==> src/rtl/quad_nand_test_sequencer.sv <==
// Self-test sequencer for the quad 2-input NAND emulator: walks all 256 joint input
// vectors, checks dut_y after a settle delay. Define QNT_FIRST_FAIL_EN to add first-fail capture.
module quad_nand_test_sequencer #(
  parameter int SETTLE_CYCLES = 2
) (
  input  logic       clk,
  input  logic       rst,
  input  logic       start,
  input  logic       abort,
  output logic       busy,
  output logic       done,
  output logic       pass,
  output logic [3:0] fail_mask,
  output logic [1:0] dut_a,
  output logic [1:0] dut_b,
  output logic [1:0] dut_c,
  output logic [1:0] dut_d,
  input  logic [3:0] dut_y
`ifdef QNT_FIRST_FAIL_EN
  ,
  output logic [7:0] first_fail_vec,
  output logic       first_fail_valid
`endif
);

  typedef enum logic [2:0] {
    ST_IDLE   = 3'd0,
    ST_DRIVE  = 3'd1,
    ST_SETTLE = 3'd2,
    ST_CHECK  = 3'd3,
    ST_DONE   = 3'd4
  } state_t;

  localparam logic [3:0] SETTLE_LAST = 4'(SETTLE_CYCLES - 1);

  function automatic logic [3:0] nand_expect(input logic [7:0] vec);
    logic [3:0] e;
    for (int g = 0; g < 4; g++) begin
      e[g] = ~(vec[2*g] & vec[2*g+1]);
    end
    return e;
  endfunction

  state_t     state_q, state_d;
  logic [7:0] v_q, v_d;
  logic [3:0] cnt_q, cnt_d;
  logic [3:0] fail_mask_q, fail_mask_d;
  logic       pass_q, pass_d;
  logic       busy_q, busy_d;
  logic       done_q, done_d;
  logic [7:0] pins_q, pins_d;
  logic [3:0] mismatch_s;
`ifdef QNT_FIRST_FAIL_EN
  logic [7:0] ff_vec_q, ff_vec_d;
  logic       ff_valid_q, ff_valid_d;
`endif

  assign mismatch_s = dut_y ^ nand_expect(v_q);

  // Next-state and registered-output computation
  always_comb begin
    state_d     = state_q;
    v_d         = v_q;
    cnt_d       = cnt_q;
    fail_mask_d = fail_mask_q;
    pass_d      = pass_q;
    pins_d      = pins_q;
    done_d      = 1'b0;
`ifdef QNT_FIRST_FAIL_EN
    ff_vec_d    = ff_vec_q;
    ff_valid_d  = ff_valid_q;
`endif
    case (state_q)
      ST_IDLE: begin
        if (start && !abort) begin
          state_d     = ST_DRIVE;
          v_d         = 8'h00;
          fail_mask_d = 4'b0000;
          pass_d      = 1'b0;
`ifdef QNT_FIRST_FAIL_EN
          ff_vec_d    = 8'h00;
          ff_valid_d  = 1'b0;
`endif
        end else begin
          state_d = ST_IDLE;
        end
      end
      ST_DRIVE: begin
        pins_d  = v_q;
        cnt_d   = 4'd0;
        state_d = ST_SETTLE;
      end
      ST_SETTLE: begin
        if (cnt_q == SETTLE_LAST) begin
          state_d = ST_CHECK;
        end else begin
          cnt_d = cnt_q + 4'd1;
        end
      end
      ST_CHECK: begin
        fail_mask_d = fail_mask_q | mismatch_s;
`ifdef QNT_FIRST_FAIL_EN
        // Only the first mismatching vector of a run is kept.
        if ((mismatch_s != 4'b0000) && !ff_valid_q) begin
          ff_vec_d   = v_q;
          ff_valid_d = 1'b1;
        end else begin
          ff_vec_d   = ff_vec_q;
        end
`endif
        if (v_q == 8'hFF) begin
          state_d = ST_DONE;
          done_d  = 1'b1;
          pass_d  = (fail_mask_d == 4'b0000);
        end else begin
          v_d     = v_q + 8'd1;
          state_d = ST_DRIVE;
        end
      end
      ST_DONE: state_d = ST_IDLE;
      default: state_d = ST_IDLE;
    endcase

    if (abort && (state_q inside {ST_DRIVE, ST_SETTLE, ST_CHECK})) begin
      state_d     = ST_IDLE;
      fail_mask_d = 4'b0000;
      pass_d      = 1'b0;
      done_d      = 1'b0;
`ifdef QNT_FIRST_FAIL_EN
      ff_vec_d    = 8'h00;
      ff_valid_d  = 1'b0;
`endif
    end else begin
      done_d = done_d;
    end

    // The IC's pins are released to 0 whenever the sequencer goes idle.
    if (state_d == ST_IDLE) begin
      pins_d = 8'h00;
    end else begin
      pins_d = pins_d;
    end
    busy_d = (state_d != ST_IDLE);
  end

  // State and output registers
  always_ff @(posedge clk) begin
    if (rst) begin
      state_q     <= ST_IDLE;
      v_q         <= 8'h00;
      cnt_q       <= 4'd0;
      fail_mask_q <= 4'b0000;
      pass_q      <= 1'b0;
      busy_q      <= 1'b0;
      done_q      <= 1'b0;
      pins_q      <= 8'h00;
`ifdef QNT_FIRST_FAIL_EN
      ff_vec_q    <= 8'h00;
      ff_valid_q  <= 1'b0;
`endif
    end else begin
      state_q     <= state_d;
      v_q         <= v_d;
      cnt_q       <= cnt_d;
      fail_mask_q <= fail_mask_d;
      pass_q      <= pass_d;
      busy_q      <= busy_d;
      done_q      <= done_d;
      pins_q      <= pins_d;
`ifdef QNT_FIRST_FAIL_EN
      ff_vec_q    <= ff_vec_d;
      ff_valid_q  <= ff_valid_d;
`endif
    end
  end

  assign busy      = busy_q;
  assign done      = done_q;
  assign pass      = pass_q;
  assign fail_mask = fail_mask_q;
  assign dut_a     = pins_q[1:0];
  assign dut_b     = pins_q[3:2];
  assign dut_c     = pins_q[5:4];
  assign dut_d     = pins_q[7:6];
`ifdef QNT_FIRST_FAIL_EN
  assign first_fail_vec   = ff_vec_q;
  assign first_fail_valid = ff_valid_q;
`endif

endmodule

==> config.mk <==
export PLATFORM = sky130hd
export DESIGN_NAME = quad_nand_test_sequencer
export DESIGN_NICKNAME = d
export VERILOG_FILES = /design/src/rtl/quad_nand_test_sequencer.sv
export SDC_FILE = /design/constraint.sdc
export NUM_CORES = 1
export LEC_CHECK = 0
export ABC_AREA = 1
export BUFFER_PORTS_ARGS = -buffer_cell sky130_fd_sc_hd__buf_2
export CORE_ASPECT_RATIO = 1.1
export CORE_MARGIN = 1.5
export CORE_UTILIZATION = 50
export CTS_BUF_LIST = sky130_fd_sc_hd__clkbuf_8 sky130_fd_sc_hd__clkbuf_16
export DETAILED_ROUTE_END_ITERATION = 16
export PLACE_DENSITY = 0.71
export SLEW_MARGIN = 20
export SYNTH_ARGS = -nofsm -noshare
export SYNTH_HDL_FRONTEND = slang
export SYNTH_SLANG_ARGS = --single-unit
==> constraint.sdc <==
create_clock -name clk -period 1.85 [get_ports clk]
set_input_delay 0.185 -clock clk [delete_from_list [all_inputs] [get_ports clk]]
set_output_delay 0.185 -clock clk [all_outputs]
set_load 0.02 [all_outputs]
==> results.md, run 1 <==
* Outcome: complete, no violations
* Most numerous cell on the critical path: nor2_1
* Top Usage Layer GRT: met2
* GRT met2 Usage at 36.6%
* TNS Setup at 0 ns
* Max frequency at 652 MHz
* Hold Slack at 0.240 ns
* IO buf count at 22
* Clk Tree Root Cell: clkbuf_8
* Vias in the first global route at 1,408
* Initial DRC count at 34
* Post-layout min period at 1.53 ns
* Synth area leaders: dfxtp_1 38%, nand2_1 12%, inv_1 8.7%
* PD cells at 716 mW/mm^2
* Crit-path cells: ha_1, inv_2, nor2_4, nand3_4, nand2_4, nor2_2, nor2_1, nor2_1
* Clk slew on worst S/H paths at 0.06 ns
* DRC at 0
* Clock sink total at 30
* Area growth syn-to-layout at 14.3%
* Total I/O pin count at 23
* Final net count at 263
* Post-Syn Nets at 236
* Unique masters post-synth at 30
* Yosys top cell by area: dfxtp_1
* Die area at 0.00354 sq mm
* CP Data Required Time at 2.01 ns
* Final Hold Vio Count at 0
* Leakage at 0.837 nW
* Asr flop ratio synth at 0%
* H-tree depth at 2
* Antenna violations before repair at 0
* GR Util All Layers at 21.1%
* Final period utilization at 82.9%
* Drt pass-1 iters at 4
* Buffers and inverters on the worst path at 1
* Initial Util at 52.3%
* Grt total ovfl at 0
* Syn Std Cell Area at 0.00160 sq mm
* CTS max path bufs at 2
* Antenna-violating nets left at 0
* Worst R2R Setup Slack at 0.32 ns
* Post-Syn Instances at 225
* Clock latency on the worst-skew pair at 0.28 ns
* Largest stage delay, worst path at 0.39 ns
* Hold Crit Class: in2reg
* Avg Cell Area, Syn at 7.09 sq um
* Max Cap Violations at 0
* Number of gates resized after cts at 0
* YS warnings at 0
* Placer Congestion at 0.911
* Via density per instance at 5.05
* Chip Width at 56.9 um
* Peak supply drop at 529 uV
* Max-slew violations at 0
* Met3 Use GR at 5.21%
* Crit path arrival time at 1.70 ns
* Crit end category: flop
* Setup Skew at 0.00462 ns
* Final WL at 3230 um
* Met1 Use GR at 24.5%
* Final Core Density at 59.8%
* Count leader, synth: nand2_1
* Final setup vio count at 0
* Startpoint class of the critical path: flop
* CTS tree: yes
* Post-CTS Hold Fix Bufs at 0
* Slowest cell on crit path: dfxtp_1
* Critical path fanouts, max at 7
* Die extent in y at 62.2 um
* Setup repair bufs after CTS at 0
* Largest net degree at the start of global routing at 18
* Num rows at 21
* Synth Flop Type: dfxtp_1
* # diodes at 0
* Total CTS buffers at 5
* Core area at 0.00305 sq mm
* Top delay family on crit path: simple AND/OR/NAND/NOR gates
* Kind of critical path: reg2reg
* Actual slew at the worst max-slew pin at 0.353 ns
* Commonest cells post-synth: 52 x nand2_1, 37 x inv_1, 30 x dfxtp_1
* Seq/Total Area, Yosys at 37.6%
* Number of flops mapped to enable cells by yosys at 0
* Layout cell share with drive strength beyond 1 at 20.9%
* Slew HR at 76.4%
* First-pass GRT wire length at 5910 um
* DP Wirelength at 2530 um
* RSZ-0062 raised after global routing: no
* Top-area cell type share of the netlist area at 37.6%
* Via count at 1,450
* Routed len/inst at 11.2 um
* Synthesized flop and latch total at 30
[state kept, by name, indices dropped and copies added (netlist names)]
name / cells
v_q: 8
state_q: 3
fail_mask: 4
pass: 1
pins_q: 8
done: 1
cnt_q: 4
busy: 1
[final timing paths]
kind,start,to,cells after the start
worst max-delay path,v_q[1],v_q[7],8
worst min-delay path,rst,cnt_q[1],2
worst max register to register,v_q[1],v_q[7],8
worst min register to register,v_q[0],v_q[0],1
[power breakdown]
part / switching [mW] / total (mW) / internal, mW / leakage (nW)
combinational: 0.0779 / 0.115 / 0.0375 / 0.543
sequential: 0.00695 / 0.662 / 0.655 / 0.242
clock: 0.234 / 0.528 / 0.294 / 0.0524
total: 0.319 / 1.30 / 0.986 / 0.837
[cells in the final DEF, fill, tap and decap left out, types with 2 or more instances in the layout]
| master | n |
|---|---|
| a21oi_1 | 22 |
| buf_2 | 22 |
| clkbuf_8 | 6 |
| dfxtp_1 | 30 |
| ha_1 | 3 |
| inv_1 | 38 |
| inv_2 | 2 |
| nand2_1 | 52 |
| nand2_2 | 4 |
| nand2_4 | 3 |
| nand3_1 | 13 |
| nor2_1 | 21 |
| nor2_2 | 3 |
| nor2_4 | 5 |
| nor3_1 | 2 |
| o21ai_0 | 12 |
[cell type report]
type | instances | area, sq um
fill | 318 | 1220
multi-input combinational | 152 | 816
sequential | 30 | 601
inverter | 40 | 155
timing repair buffer | 23 | 118
clock buffer | 6 | 82.6
tap | 34 | 42.5
clock inverter | 2 | 8.76
[cell families (layout without fill, tap and decap cells)]
| family | after synthesis | count (layout) | synth area share (%) |
|---|---|---|---|
| fa+ha+maj | 3 | 3 | 2.35 |
| xor+xnor | 1 | 1 | 0.549 |
| simple gates | 109 | 109 | 34.7 |
| flops | 30 | 30 | 37.6 |
| compound gates | 39 | 39 | 13.6 |
| buf+inv | 43 | 71 | 11.2 |
[through the flow]
stage	total power [mW]	instance area [sq um]	instances	setup WS, ns
floorplan	0.761	1600	225	0.518
global placement	0.791	1730	279	0.364
detailed placement	0.792	1730	279	0.331
CTS	1.32	1820	287	0.321
global route	1.37	1820	287	0.149
finish	1.30	1820	287	0.317
[metal layers]
layer	vias to the layer above	part of all wire, %
met2	23	49
met5	-	0
li1	755	-
met1	663	45
met4	0	2.1
met3	9	3.8
Note: power is estimated with default switching activity, not from simulation.
==> run 2, diff against run 1 <==
- ABC_AREA: 1 -> 0
- CORE_UTILIZATION: 50 -> 49
- PLACE_DENSITY: 0.71 -> 0.73
- clock period: 1.85 -> 1.2 ns (I/O delays scaled with it)
==> run 2 against run 1 <==
Effect of this change: count of clock-buffer cells in the layout increased by 2; maximum frequency down 4.4%; flip-flop and latch count unchanged; highest routed layer unchanged; clock power up 84%; cell count fell by 10%; the run now ends with negative setup slack left.
==> results.md, run 2 <==
* Crit path arrival time at 1.82 ns
* Synth Flop Type: dfxtp_1
* Crit end category: flop
* PD cells at 928 mW/mm^2
* Final WL at 4550 um
* Peak supply drop at 1430 uV
* Placer Congestion at 0.964
* Post-Syn Nets at 163
* Clk Tree Root Cell: clkbuf_8
* Synthesized flop and latch total at 30
* Post-Syn Instances at 152
* Count leader, synth: dfxtp_1
* WHS Path Cells at 2
* Total I/O pin count at 23
* Finished Cell Area at 0.00238 sq mm
* Area growth syn-to-layout at 65.3%
* Commonest cells post-synth: 30 x dfxtp_1, 17 x a21oi_1, 10 x mux2i_1
* Post-CTS Hold Fix Bufs at 0
* Total CTS buffers at 5
* Non-filler instance count after layout at 258
* CP Data Required Time at 1.42 ns
* Antenna violations before repair at 0
* Filler Cells Inserted at 152
* Top Registers: pins_q x8, v_q x8
* Initial Util at 51.8%
* Asr flop ratio synth at 0%
* Crit-path cells: nor4_4, a21oi_4, or4_4, a21boi_2
* # diodes at 0
* Max frequency at 624 MHz
* IO buf count at 22
* CTS max path bufs at 2
* Core area at 0.00278 sq mm
* Grt total ovfl at 0
* First-pass GRT wire length at 6780 um
* Die area at 0.00327 sq mm
* Top-area cell type share of the netlist area at 41.8%
* Post-layout min period at 1.60 ns
* Area after DPL at 0.00197 sq mm
* Max-slew violations at 0
* Yosys top cell by area: dfxtp_1
* TNS Setup at -8.06 ns
* Syn Std Cell Area at 0.00144 sq mm
* GR Util All Layers at 29.7%
* Via count at 1,494
* Synth area leaders: dfxtp_1 42%, mux2i_1 7.0%, a21oi_1 5.9%
* Final Hold Vio Count at 0
* Slowest cell on crit path: or4_4
* Seq/Total Area, Yosys at 41.8%
* Final net count at 235
* Final setup vio count at 29
* DP Wirelength at 2920 um
* H-tree depth at 2
* YS warnings at 0
* Clock latency on the worst-skew pair at 0.29 ns
* Num rows at 20
* Cells after DPL at 243
* Reg2Reg Depth at 4
* Clk slew on worst S/H paths at 0.07 ns
* Leakage at 0.937 nW
* Placement Setup Slack at -0.354 ns
* Avg Cell Area, Syn at 9.46 sq um
* Vias in the first global route at 1,481
* Antenna-violating nets left at 0
* Critical path fanouts, max at 7
* DRC at 0
* Chip Width at 54.6 um
* Layout cell share with drive strength beyond 1 at 64.0%
* Drt pass-1 iters at 4
* Routed len/inst at 17.6 um
* Outcome: finished, violations left
* Hold Slack at 0.150 ns
* Number of flops mapped to enable cells by yosys at 0
* Die extent in y at 59.8 um
* Unique masters post-synth at 42
* Startpoint class of the critical path: flop
* Setup ws final at -0.404 ns
* Largest stage delay, worst path at 0.54 ns
* Initial DRC count at 52
* Max Cap Violations at 0
* Hold Crit Class: in2reg
* Slew HR at 77.0%
* Via density per instance at 5.79
* Setup Skew at 0.00422 ns
* Failing checks: negative setup slack
* Clock sink total at 30
* Largest net degree at the start of global routing at 12
* Kind of critical path: reg2reg
* CTS tree: yes
* Actual slew at the worst max-slew pin at 0.343 ns
* Commonest non-fill, non-tap cell in the layout: buf_4
* Commonest non-fill, non-tap cells in the layout: 38 x buf_4, 22 x buf_2, 17 x dfxtp_1
* RSZ-0062 raised after global routing: yes
* Final period utilization at 134%
-- run 2: cell types whose count changed after synthesis, sizes merged, moves of 4 or more --
cell | before | now
a21boi | 0 | 4
inv | 40 | 5
mux2i | 0 | 10
nand2 | 59 | 7
nand3 | 15 | 5
nor2 | 29 | 8
o21ai | 14 | 5
-- run 2: per-layer routing --
layer	share of wire (%)	vias up	wire [um]	track usage, %
met5	0	-	0	0
met4	2.5	0	116	14.3
li1	-	706	-	-
met3	4.1	10	186	7.75
met1	42	735	1910	32.8
met2	51	43	2340	51.4
-- run 2: critical path, delay by kind of cell, from the launching register on --
| kind | cells | cell delay [ns] |
|---|---|---|
| AO/OA/AOI/OAI | 2 | 0.28 |
| flip-flops | 1 | 0.36 |
| AND/OR/NAND/NOR | 2 | 0.88 |
-- run 2: what timing repair did --
action,in CTS,in global routing
resized for setup,34,17
cloned,1,0
buffers inserted,6,2
pin swaps,16,13
endpoints found under the setup margin,29,29
-- run 2: final timing paths --
path / startpoint / to / slack (ns)
worst max-delay path: state_q[0] / v_q[6] / -0.40
worst min register to register: pass / pass / 0.50
worst min-delay path: rst / v_q[0] / 0.15
worst max register to register: state_q[0] / v_q[6] / -0.40
-- run 2: report_power, final --
| part | internal (mW) | leakage, nW | switching (mW) |
|---|---|---|---|
| sequential | 0.997 | 0.249 | 0.00595 |
| combinational | 0.114 | 0.630 | 0.120 |
| clock | 0.579 | 0.0575 | 0.390 |
-- run 2: final cells by class --
cell class	instances	area [sq um]	area share [%]
tap	33	41.3	1.74
timing repair buffer	69	514	21.6
multi-input combinational	113	1070	44.9
clock buffer	8	110	4.63
inverter	5	18.8	0.790
sequential	30	624	26.3
-- run 2: kinds of logic (layout without fill, tap and decap cells) --
logic type	Yosys count	in the layout	share of synthesized area, %
simple gates	52	52	22.6
mux	10	10	6.96
flops	30	30	41.8
fa+ha+maj	3	3	2.61
buf+inv	10	82	4.00
compound gates	42	43	19.0
xor+xnor	5	5	3.05
-- run 2: per-stage QoR --
step	power [mW]	util, %
6_report	2.21	85.5
5_1_grt	2.25	85.5
4_1_cts	2.17	82.5
3_5_place_dp	1.20	70.8
3_3_place_gp	1.19	70.8
2_1_floorplan	1.12	-
==> run 3, diff against run 2 <==
- RECOVER_POWER: unset -> 100
==> run 3 against run 2 <==
Effect of this change: clock skew about the same; hold slack got worse by 0.0011 ns; combinational power about the same; clock power about the same; largest power group unchanged; count of clock-buffer cells in the layout unchanged; critical path depth unchanged; the flow still finishes with violations (negative setup slack); core utilization decreased by 0.68 points; first-iteration DRC count increased by 1.9%; global-route usage unchanged; die area unchanged; setup slack improved by 0.0081 ns; largest cell class unchanged.
==> results.md, run 3 (synthesized netlist as in run 2, its figures left out) <==
* Outcome: finished, violations left
* Failing checks: negative setup slack
* Filler Cells Inserted at 162
* Initial DRC count at 53
* PD cells at 935 mW/mm^2
* Setup Skew at 0.00468 ns
* TNS Setup at -8.01 ns
* Core area at 0.00278 sq mm
* H-tree depth at 2
* CTS max path bufs at 2
* CP Data Required Time at 1.42 ns
* GR Util All Layers at 29.7%
* # diodes at 0
* WHS Path Cells at 2
* Max-slew violations at 0
* Area growth syn-to-layout at 64.0%
* Routed len/inst at 17.6 um
* Post-CTS Hold Fix Bufs at 0
* Buffers and inverters on the worst path at 0
* Clk slew on worst S/H paths at 0.07 ns
* Via density per instance at 5.82
* Slew HR at 77.4%
* Antenna violations before repair at 0
* DP Wirelength at 2920 um
* Slowest cell on crit path: or4_4
* Crit-path cells: nor4_4, a21oi_4, or4_4, a21boi_2
* Die area at 0.00327 sq mm
* Max Cap Violations at 0
* Clock latency on the worst-skew pair at 0.29 ns
* Max frequency at 627 MHz
* Largest net degree at the start of global routing at 12
* Grt total ovfl at 0
* Chip Width at 54.6 um
* Final WL at 4550 um
* HP Start: rst
* Startpoint class of the critical path: flop
* Placement Setup Slack at -0.354 ns
* Leakage at 0.872 nW
* First-pass GRT wire length at 6780 um
* DRC at 0
* IO buf count at 22
* Register area at 624 sq um
* RSZ-0062 raised after global routing: yes
* Largest stage delay, worst path at 0.54 ns
* Antenna-violating nets left at 0
* Clk Tree Root Cell: clkbuf_8
* Hold Path Sink: v_q[0]
* Crit end category: flop
* Top delay family on crit path: simple AND/OR/NAND/NOR gates
* Crit path arrival time at 1.81 ns
* Actual slew at the worst max-slew pin at 0.337 ns
* Post-layout min period at 1.60 ns
* Critical path fanouts, max at 7
* Initial Util at 51.8%
* Die extent in y at 59.8 um
* Top Registers: pins_q x8, v_q x8
* Vias in the first global route at 1,481
* Total I/O pin count at 23
* Hold Slack at 0.149 ns
* Via count at 1,501
* Worst R2R Setup Slack at -0.40 ns
* Hold Crit Class: in2reg
* Placer Congestion at 0.964
* Drt pass-1 iters at 4
* Worst r2r src: state_q[0]
* Total CTS buffers at 5
* Kind of critical path: reg2reg
* R2r endpoint: v_q[6]
* Area of the multi-input gates at 0.00107 sq mm
* Num rows at 20
* Commonest non-fill, non-tap cells in the layout: 38 x buf_4, 17 x dfxtp_1, 15 x clkbuf_1
* Final Hold Vio Count at 0
* Peak supply drop at 1430 uV
* Clock sink total at 30
* Setup ws final at -0.396 ns
* Commonest non-fill, non-tap cell in the layout: buf_4
* Reg2Reg Depth at 4
* Final setup vio count at 29
* Layout cell share with drive strength beyond 1 at 57.3%
* CTS tree: yes
* Final net count at 235
* Final period utilization at 133%
==> run 3: final cells by class <==
class	instances	share of cell area [%]
Clock buffer	8	4.67
Inverter	5	0.796
Multi-Input combinational cell	113	45.3
Sequential cell	30	26.5
Tap cell	33	1.75
Timing Repair Buffer	69	21.0
==> run 3: what timing repair did <==
item                                    in CTS  in global routing
pin swaps                                   16                 13
setup buffers                                6                  2
gates cloned                                 1                  0
resized for setup                           34                 17
endpoints found under the setup margin      29                 29
==> run 3: power by group <==
group | switching, mW | internal (mW)
Combinational | 0.120 | 0.113
Clock | 0.391 | 0.579
Sequential | 0.00596 | 0.997
Total | 0.516 | 1.69
==> run 3: worst max-delay path by stage <==
stage | to | startpoint | slack (ns) | cells past startpoint
final | v_q[6] | state_q[0] | -0.40 | 4
after CTS | v_q[2] | state_q[2] | -0.36 | 5
after global routing | v_q[6] | state_q[0] | -0.46 | 4
after global placement | v_q[5] | state_q[1] | -0.28 | 5
after detailed placement | v_q[7] | state_q[1] | -0.35 | 4
after floorplan | v_q[2] | state_q[1] | -0.26 | 5
==> run 3: per-stage QoR <==
step | utilization, % | power (mW) | std cells | area (sq um)
after detailed placement | 70.8 | 1.20 | 243 | 1970
after floorplan | - | 1.12 | 152 | 1540
after global placement | 70.8 | 1.19 | 243 | 1970
after global routing | 84.9 | 2.25 | 258 | 2360
after CTS | 82.5 | 2.17 | 258 | 2290
final | 84.9 | 2.20 | 258 | 2360
==> run 3: routing by layer <==
metal  global-route usage [%]  share of wire [%]  vias to the layer above
met5                        0                  0                        -
met4                     14.3                2.5                        0
met3                     7.75                3.7                       10
met2                     51.4                 52                       45
met1                     32.8                 42                      741
li1                         -                  -                      705
